--- config.mk ---
export PLATFORM = sky130hd
export DESIGN_NAME = d_mem_arbiter
export DESIGN_NICKNAME = d
export VERILOG_FILES = /design/src/rtl/d_mem_arbiter.sv
export SDC_FILE = /design/constraint.sdc
export NUM_CORES = 1
export LEC_CHECK = 0
export CAP_MARGIN = 20
export CORE_ASPECT_RATIO = 0.8
export CORE_MARGIN = 1.5
export CORE_UTILIZATION = 36
export DETAILED_ROUTE_END_ITERATION = 6
export PLACE_DENSITY = 0.85
export SYNTH_ARGS = -nofsm -noshare
export SYNTH_HDL_FRONTEND = slang
export SYNTH_SLANG_ARGS = --single-unit
--- constraint.sdc ---
create_clock -name clk -period 3.9 [get_ports clk]
set_input_delay 0.39 -clock clk [delete_from_list [all_inputs] [get_ports clk]]
set_output_delay 0.39 -clock clk [all_outputs]
set_load 0.01 [all_outputs]
--- src/rtl/d_mem_arbiter.sv ---
// Two-port arbiter sharing one d_mem: latch, one-cycle ACCESS, then a one-cycle ack.
// Define D_MEM_ARB_FIXED_PRIO_EN for fixed priority (port 0 wins ties); default is round-robin.
module d_mem_arbiter #(
   parameter int unsigned MEM_DEPTH = 256
) (
   input  logic        clk,
   input  logic        reset,
   input  logic        req0,
   input  logic        req1,
   input  logic        we0,
   input  logic        we1,
   input  logic [31:0] addr0,
   input  logic [31:0] addr1,
   input  logic [31:0] wdata0,
   input  logic [31:0] wdata1,
   output logic        ack0,
   output logic        ack1,
   output logic        err,
   output logic [31:0] rdata,
   output logic [31:0] mem_address,
   output logic [31:0] mem_writeData,
   output logic        mem_memWrite,
   output logic        mem_memRead,
   input  logic [31:0] mem_readData
);

   typedef enum logic [1:0] {StIdle, StAccess, StResp} state_e;

   state_e      state_q, state_d;
   logic        sel_q, sel_d;
   logic        we_q, we_d;
   logic [31:0] addr_q, addr_d;
   logic [31:0] wdata_q, wdata_d;
   logic        last_grant_q, last_grant_d;
   logic        mem_we_q, mem_we_d;
   logic        mem_re_q, mem_re_d;
   logic        ack0_q, ack0_d;
   logic        ack1_q, ack1_d;
   logic        err_q, err_d;
   logic [31:0] rdata_q, rdata_d;
   logic        grant1;

   function automatic logic in_range(input logic [31:0] a);
      return {2'b00, a[31:2]} < MEM_DEPTH;
   endfunction

   always_comb begin
      if (req0 && req1) begin
`ifdef D_MEM_ARB_FIXED_PRIO_EN
         grant1 = 1'b0;
`else
         grant1 = ~last_grant_q;
`endif
      end else begin
         grant1 = req1;
      end
   end

   always_comb begin
      state_d      = state_q;
      sel_d        = sel_q;
      we_d         = we_q;
      addr_d       = addr_q;
      wdata_d      = wdata_q;
      last_grant_d = last_grant_q;
      mem_we_d     = 1'b0;
      mem_re_d     = 1'b0;
      ack0_d       = 1'b0;
      ack1_d       = 1'b0;
      err_d        = err_q;
      rdata_d      = rdata_q;
      unique case (state_q)
         StIdle: begin
            if (req0 || req1) begin
               sel_d        = grant1;
               we_d         = grant1 ? we1 : we0;
               addr_d       = grant1 ? addr1 : addr0;
               wdata_d      = grant1 ? wdata1 : wdata0;
               last_grant_d = grant1;
               // Strobes are registered so they are live for exactly the ACCESS cycle.
               mem_we_d     = we_d & in_range(addr_d);
               mem_re_d     = ~we_d & in_range(addr_d);
               state_d      = StAccess;
            end
         end
         StAccess: begin
            err_d = ~in_range(addr_q);
            if (!we_q) begin
               rdata_d = in_range(addr_q) ? mem_readData : 32'h0;
            end
            state_d = StResp;
         end
         StResp: begin
            // Acks are registered out of RESP, so they show in the following cycle.
            ack0_d  = ~sel_q;
            ack1_d  = sel_q;
            state_d = StIdle;
         end
         default: state_d = StIdle;
      endcase
   end

   always_ff @(posedge clk or posedge reset) begin
      if (reset) begin
         state_q      <= StIdle;
         sel_q        <= 1'b0;
         we_q         <= 1'b0;
         addr_q       <= 32'h0;
         wdata_q      <= 32'h0;
         last_grant_q <= 1'b1;
         mem_we_q     <= 1'b0;
         mem_re_q     <= 1'b0;
         ack0_q       <= 1'b0;
         ack1_q       <= 1'b0;
         err_q        <= 1'b0;
         rdata_q      <= 32'h0;
      end else begin
         state_q      <= state_d;
         sel_q        <= sel_d;
         we_q         <= we_d;
         addr_q       <= addr_d;
         wdata_q      <= wdata_d;
         last_grant_q <= last_grant_d;
         mem_we_q     <= mem_we_d;
         mem_re_q     <= mem_re_d;
         ack0_q       <= ack0_d;
         ack1_q       <= ack1_d;
         err_q        <= err_d;
         rdata_q      <= rdata_d;
      end
   end

   assign ack0          = ack0_q;
   assign ack1          = ack1_q;
   assign err           = err_q;
   assign rdata         = rdata_q;
   assign mem_address   = addr_q;
   assign mem_writeData = wdata_q;
   assign mem_memWrite  = mem_we_q;
   assign mem_memRead   = mem_re_q;

endmodule

==> flow_results.org <==
** Run status
- The flow ran to the end, and the final reports show no timing, DRC or antenna violations.

** Global routing
- Pin count of the biggest net entering global routing :: 85
- First-pass GRT wire length :: 22400 um
- Global routing consumed, over all layers together, 21.0% of the routing resources.
- Number of antenna violations at the first check in global routing :: 0
- Via count of the first global-routing pass :: 4375
- The total overflow left after global routing is 0.

** Worst setup path
- Count of cells along the worst register-to-register path :: 5
- STA classifies the critical path startpoint as a flop.
- The worst setup path is of the reg2reg kind.
- Worst-path fanout max :: 68
- Endpoint of the most critical register-to-register path :: mem_writeData[7]
- The worst setup path is captured at a flop.
- Critical Path Sink :: mem_writeData[7]
- Crit. Startpoint :: state_q[0]
- The worst register-to-register path begins at state_q[0].
- Arrival time of data at the critical path endpoint :: 2490 ps
- For flop-to-flop paths, the worst setup slack is 1680 ps.
- WP data required :: 4170 ps

** Synthesis
- The share of synthesized area in the top cell type comes to 55.7%.
- Register bit count reported by yosys :: 106
- Yosys mapped a number of flops with a built-in enable equal to 0.
- By count the netlist is led by sky130_fd_sc_hd__dfrtp_1 (105), sky130_fd_sc_hd__nor2_1 (69), sky130_fd_sc_hd__a21oi_1 (66), sky130_fd_sc_hd__mux2i_1 (65), sky130_fd_sc_hd__nand2_1 (64).
- Post-Synthesis Mean Instance Area :: 10.0 um2
- The share of the Yosys chip area taken by registers is 56.3%.
- Synth area leaders :: sky130_fd_sc_hd__dfrtp_1 (56%), sky130_fd_sc_hd__mux2i_1 (14%), sky130_fd_sc_hd__a21oi_1 (7.0%)
- Most repeated cell in the gate-level netlist after synthesis :: sky130_fd_sc_hd__dfrtp_1
- Post-synth ARST share :: 100%
- During synthesis, Yosys emitted a total of 0 warnings.
- Gate count after technology mapping :: 470
- Yosys mapped the design onto 29 distinct sky130hd cell types.
- The number of nets in the synthesized netlist is 636.
- Cell taking the most area after synthesis :: sky130_fd_sc_hd__dfrtp_1
- Synth Cell Area :: 4710 um2
- Primary flip-flop cell chosen by synthesis mapping :: sky130_fd_sc_hd__dfrtp_1

** STA
- Worst clock skew :: 7.72 ps
- The max-slew violation total from the final report was 0.
- For the pin with the worst max-slew slack, the measured transition is 709 ps.
- Final-layout worst hold slack :: 444 ps
- Final worst-path cycle share :: 56.9%
- The count of endpoints failing hold in the final timing report is 0.
- Setup violations remaining at the end of the flow were counted as 0.
- Derived from the worst setup path, the maximum achievable clock frequency is 451 MHz.
- Setup total negative slack on the finished layout was measured at 0 ps.
- Final critical-path required period :: 2220 ps
- Setup repair after global routing left no endpoint under its margin.
- The worst pin sits at a relative slew slack of 52.7%.

** Power and ir drop
- In this run, the combinational gates consume 43.7% of the power.
- In this run the power spent charging and discharging nets is 1.68 mW.
- Net switching is 35.2% of the power.
- The clock network accounts for 19.4% of the total power.
- The internal power of the cells totals 3.09 mW.
- The analysis attributes to cell leakage a power of 3.17 nW.
- Part of the total power dissipated in sequential elements :: 36.9%
- Dividing total power by cell area gives a power density of 606 nW/um2.
- Maximum ir drop on the vdd rail :: 0.000310 V

** Cells and area
- Number of antenna cells inserted :: 0
- The area growth from synthesis to layout is 66.8%.
- Summing all multi-input logic gate instances after layout gives 1910 um2.
- Total number of nets in the final design :: 889
- Share of post-route cells with drive strength above 1 :: 5.08%
- After filler insertion, the fill cell instance count of the layout stands at 1048.
- Sequential Area :: 2650 um2
- Share of the core filled with cells :: 61.3%

** CTS
- Clk slew on worst S/H paths :: 70 ps
- The clock net in this run drives a total of 106 sinks.
- CTS placed an instance of sky130_fd_sc_hd__clkbuf_16 at the clock tree root.
- In this run, post-CTS repair resized a total of 0 instances.
- The clock reaches the later pin of the worst-skew pair after 340 ps.
- No sink is reached through more buffers than the 2 on the longest clock path.
- Post-CTS setup buffer count :: 0
- CTS tree :: yes
- H-tree depth :: 3
- In this run, post-CTS hold repair placed 0 buffers.
- TritonCTS created 9 clock buffers.

** Run
- # Max-Cap Violations :: 0

** Hold path
- The tightest min-delay check is of the in2async type.

** Place
- The count of buffers added on input and output ports is 266.
- Gp weighted congestion :: 0.867
- DPL Wire Length :: 10900 um

** Detailed routing
- In the routed design, unresolved DRC markers number 0.
- Detailed-route via count :: 4434
- Detailed-routing iteration count for the pre-antenna-repair pass :: 4
- Once detail routing completed, the nets flagged for antenna violations numbered 0.
- After the first detailed-routing iteration, the DRC count stood at 200.
- Wires add up to 14300 um.
- Dividing the detail-routed wire length by the instance count gives 15.9 um.
- Avg Vias per Cell :: 4.91

** Die
- Initial Util :: 36.8%
- Die area :: 13800 um2
- Pin placement for this block handled 267 I/O pins.
- Row generation in the floorplan step produced 37 rows.
- Area inside the core boundary :: 12800 um2
- Die outline height :: 105 um
- In this run the horizontal extent of the chip is 131 um.
==> area by class of cell <==
type / instances / area share, %
repair buffers: 275 / 35.1
clock buffers: 11 / 3.09
well taps: 175 / 2.78
clock inverters: 5 / 0.780
flip-flops and latches: 106 / 33.7
multi-input cells: 329 / 24.3
inverters: 2 / 0.127
==> per-stage QoR <==
step	setup slack, ps	instance area, um2	power [mW]	cells
floorplan	723	4710	2.70	470
global placement	1490	7520	3.79	885
detailed placement	1400	7540	3.87	886
CTS	1670	7840	4.82	902
global route	1460	7860	5.08	903
finish	1680	7860	4.77	903
==> power groups by stage <==
stage / clock, mW / combinational [mW] / sequential (mW)
6_report: 0.926 / 2.08 / 1.76
4_1_cts: 0.950 / 2.11 / 1.76
5_1_grt: 1.01 / 2.27 / 1.80
2_1_floorplan: 0 / 0.822 / 1.88
3_5_place_dp: 0 / 2.10 / 1.77
3_3_place_gp: 0 / 2.03 / 1.75
==> routing by layer <==
| layer | routed length [um] | up-vias | GRT usage (%) | part of all wire, % |
|---|---|---|---|---|
| met3 | 1250 | 24 | 6.75 | 8.7 |
| met4 | 308 | 0 | 6.67 | 2.1 |
| li1 | - | 2123 | - | - |
| met2 | 6900 | 203 | 34.8 | 48 |
| met1 | 5890 | 2084 | 25.8 | 41 |
| met5 | 0 | - | 0 | 0 |
==> sequential cells by signal, summed over array words and instances (netlist names), 2 cells and up <==
name,count
state_q,2
mem_address,32
rdata,32
mem_writeData,32
==> cell usage in the layout (no fill, tap or decap), drive strengths merged, types with 2 or more instances in the layout <==
cell / n
clkdlybuf4s50: 266
dfrtp: 105
nor2: 69
a21oi: 66
mux2i: 65
nand2: 64
o21ai: 32
nor4: 14
clkbuf: 11
buf: 9
inv: 4
nand4: 3
and3b: 2
nand4b: 2
mux2: 2
or4: 2
clkinv: 2
==> worst max-delay path: stages (launching register included) <==
cell,delay [ps]
sky130_fd_sc_hd__dfrtp_1,420
sky130_fd_sc_hd__nor2_1,260
sky130_fd_sc_hd__o21a_4,650
sky130_fd_sc_hd__buf_4,540
sky130_fd_sc_hd__nor2_1,90
sky130_fd_sc_hd__a21oi_1,140
==> cell families (layout without fill, tap and decap cells) <==
kind of cell / after synthesis / count (layout) / share of synthesized area, %
flip-flops: 106 / 106 / 56.3
multiplexers: 67 / 67 / 14.3
AND/OR/NAND/NOR: 160 / 160 / 14.5
buffers and inverters: 35 / 293 / 3.53
AO/OA/AOI/OAI: 102 / 102 / 11.3
==> worst min-delay path by stage <==
stage,from,endpoint,cells past startpoint
after CTS,sel_q,ack0,1
after global placement,sel_q,ack0,1
final,reset,mem_address[3],2
after detailed placement,sel_q,ack0,1
after floorplan,sel_q,ack0,1
after global routing,sel_q,ack0,1
No activity file was read; power rests on OpenSTA's default activity.
==> RTL change: new RTL, same settings <==
Encoding of `state_e`: now one-hot (3 bits for 3 states).
--- a/src/rtl/d_mem_arbiter.sv
+++ b/src/rtl/d_mem_arbiter.sv
@@ -24,7 +24,7 @@
    input  logic [31:0] mem_readData
 );
 
-   typedef enum logic [1:0] {StIdle, StAccess, StResp} state_e;
+   typedef enum logic [2:0] {StIdle = 3'b001, StAccess = 3'b010, StResp = 3'b100} state_e;
 
    state_e      state_q, state_d;
    logic        sel_q, sel_d;
Formal check against the unedited RTL: same outputs for any inputs over 10 cycles, from zero or initial values and one cycle with reset high; not proved beyond that.
==> RTL change against the unedited design <==
Worst setup slack improved by 0.027 ns; die area rose by 0.29%; maximum frequency rose by 1.2%; wire length rose by 0.92%; cell count rose by 2.9%; design area rose by 0.19%; worst hold slack improved by 0.017 ns; non-clock buffer count rose by 2; power rose by 15%; sequential cell count rose by 1; sequential share of layout area rose by 0.27 points; synthesized area rose by 0.29%.
==> RTL change: results (changes against the unedited design) <==
status=finished, final reports clean; most instantiated cells after synthesis=nand2_1 (150), dfrtp_1 (105), o21ai_0 (48), mux2i_1 (45), o21ai_1 (26); Slowest-stage cell, CP=or4_4; Vias=4536 (+2.3%); distinct cell type count after synthesis=32 (+10%); Final Skew=0.00972 ns (+0.00200 ns); first-pass GRT wire length=23400 um (+4.7%); Lkg Pwr=3.34 nW (+5.4%); Worst Slack Setup Final=1.71 ns (+0.0272 ns); top cells by area, synth=dfrtp_1 (56%), nand2_1 (12%), mux2i_1 (9.5%); vias in the first global route=4644 (+6.1%); family with the most delay on the worst path=simple AND/OR/NAND/NOR gates; post-synth net total=661 (+3.9%); share of cells above drive strength 1=4.77% (-0.31 points); largest net degree at the start of global routing=69 (-19%); CP Max Fanout=33 (-51%); Crit path largest cell delay=0.67 ns (+0.02 ns); Seq/Total Area, Yosys=56.7% (+0.39 points); initial drt markers=177 (-12%); DR WL/cell=15.6 um (-1.9%); total track usage=21.3% (+0.33 points); final worst path period need=2.19 ns (-0.0272 ns); VDD IR max=0.284 mV (-8.3%); HPWL Detailed=11100 um (+2.2%); Nets=915 (+2.9%); Hold WC Path Type=reg2reg; drt first pass iters=5 (+1)
## RTL change: changes by cell type after synthesis, sizes merged, moves of 2 or more
cell,unedited run,this run
a21oi,66,0
a31oi,1,20
and3b,2,0
buf,11,14
clkbuf,22,20
mux2i,65,45
nand2,64,150
nand4,3,5
nand4b,2,0
nor2,69,25
o21ai,32,78
## RTL change: cells by family after synthesis
logic type,count (synthesis),synth area share [%]
flops,107,56.7
compound gates,103,12.1
simple gates,203,17.9
mux,46,9.77
buf+inv,36,3.57
## RTL change: worst paths after layout
path | from | to | slack (ns) | depth (start not counted)
max in group asynchronous | reset | mem_address[14] | 2.46 | 3
setup reg to reg | mem_address[17] | err | 1.71 | 4
hold reg to reg | sel_q | ack0 | 0.46 | 1
hold / removal | sel_q | ack0 | 0.46 | 1
min in group asynchronous | reset | mem_writeData[8] | 0.50 | 2
setup / recovery | mem_address[17] | err | 1.71 | 4
## RTL change: per-stage QoR
step	hold slack (ns)	utilization (%)	cell area [sq um]	std cells
detailed placement	0.446	59.0	7560	913
global route	0.484	61.4	7880	929
floorplan	0.424	-	4730	495
global placement	0.444	58.7	7530	912
CTS	0.457	61.4	7880	929
finish	0.460	61.4	7880	929
## RTL change: power breakdown
group | internal [mW] | total [mW] | leakage [nW] | switching [mW]
combinational | 1.35 | 2.52 | 1.86 | 1.17
sequential | 1.65 | 1.98 | 1.33 | 0.327
clock | 0.567 | 0.969 | 0.150 | 0.402
total | 3.57 | 5.47 | 3.34 | 1.90
## RTL change: routing by layer
metal  up-vias  part of all wire (%)  GRT usage (%)
met4         0                   1.6           5.30
met5         -                     0              0
met2       179                    49           37.2
met1      2140                    42           26.2
li1       2197                     -              -
met3        20                   7.3           6.06
## RTL change: layout make-up
| type | count | area, sq um |
|---|---|---|
| sequential | 107 | 2680 |
| inverter | 2 | 10.0 |
| tap | 175 | 219 |
| multi-input combinational | 352 | 1890 |
| clock buffer | 11 | 233 |
| timing repair buffer | 277 | 2770 |
| fill | 1096 | 4940 |
| clock inverter | 5 | 85.1 |
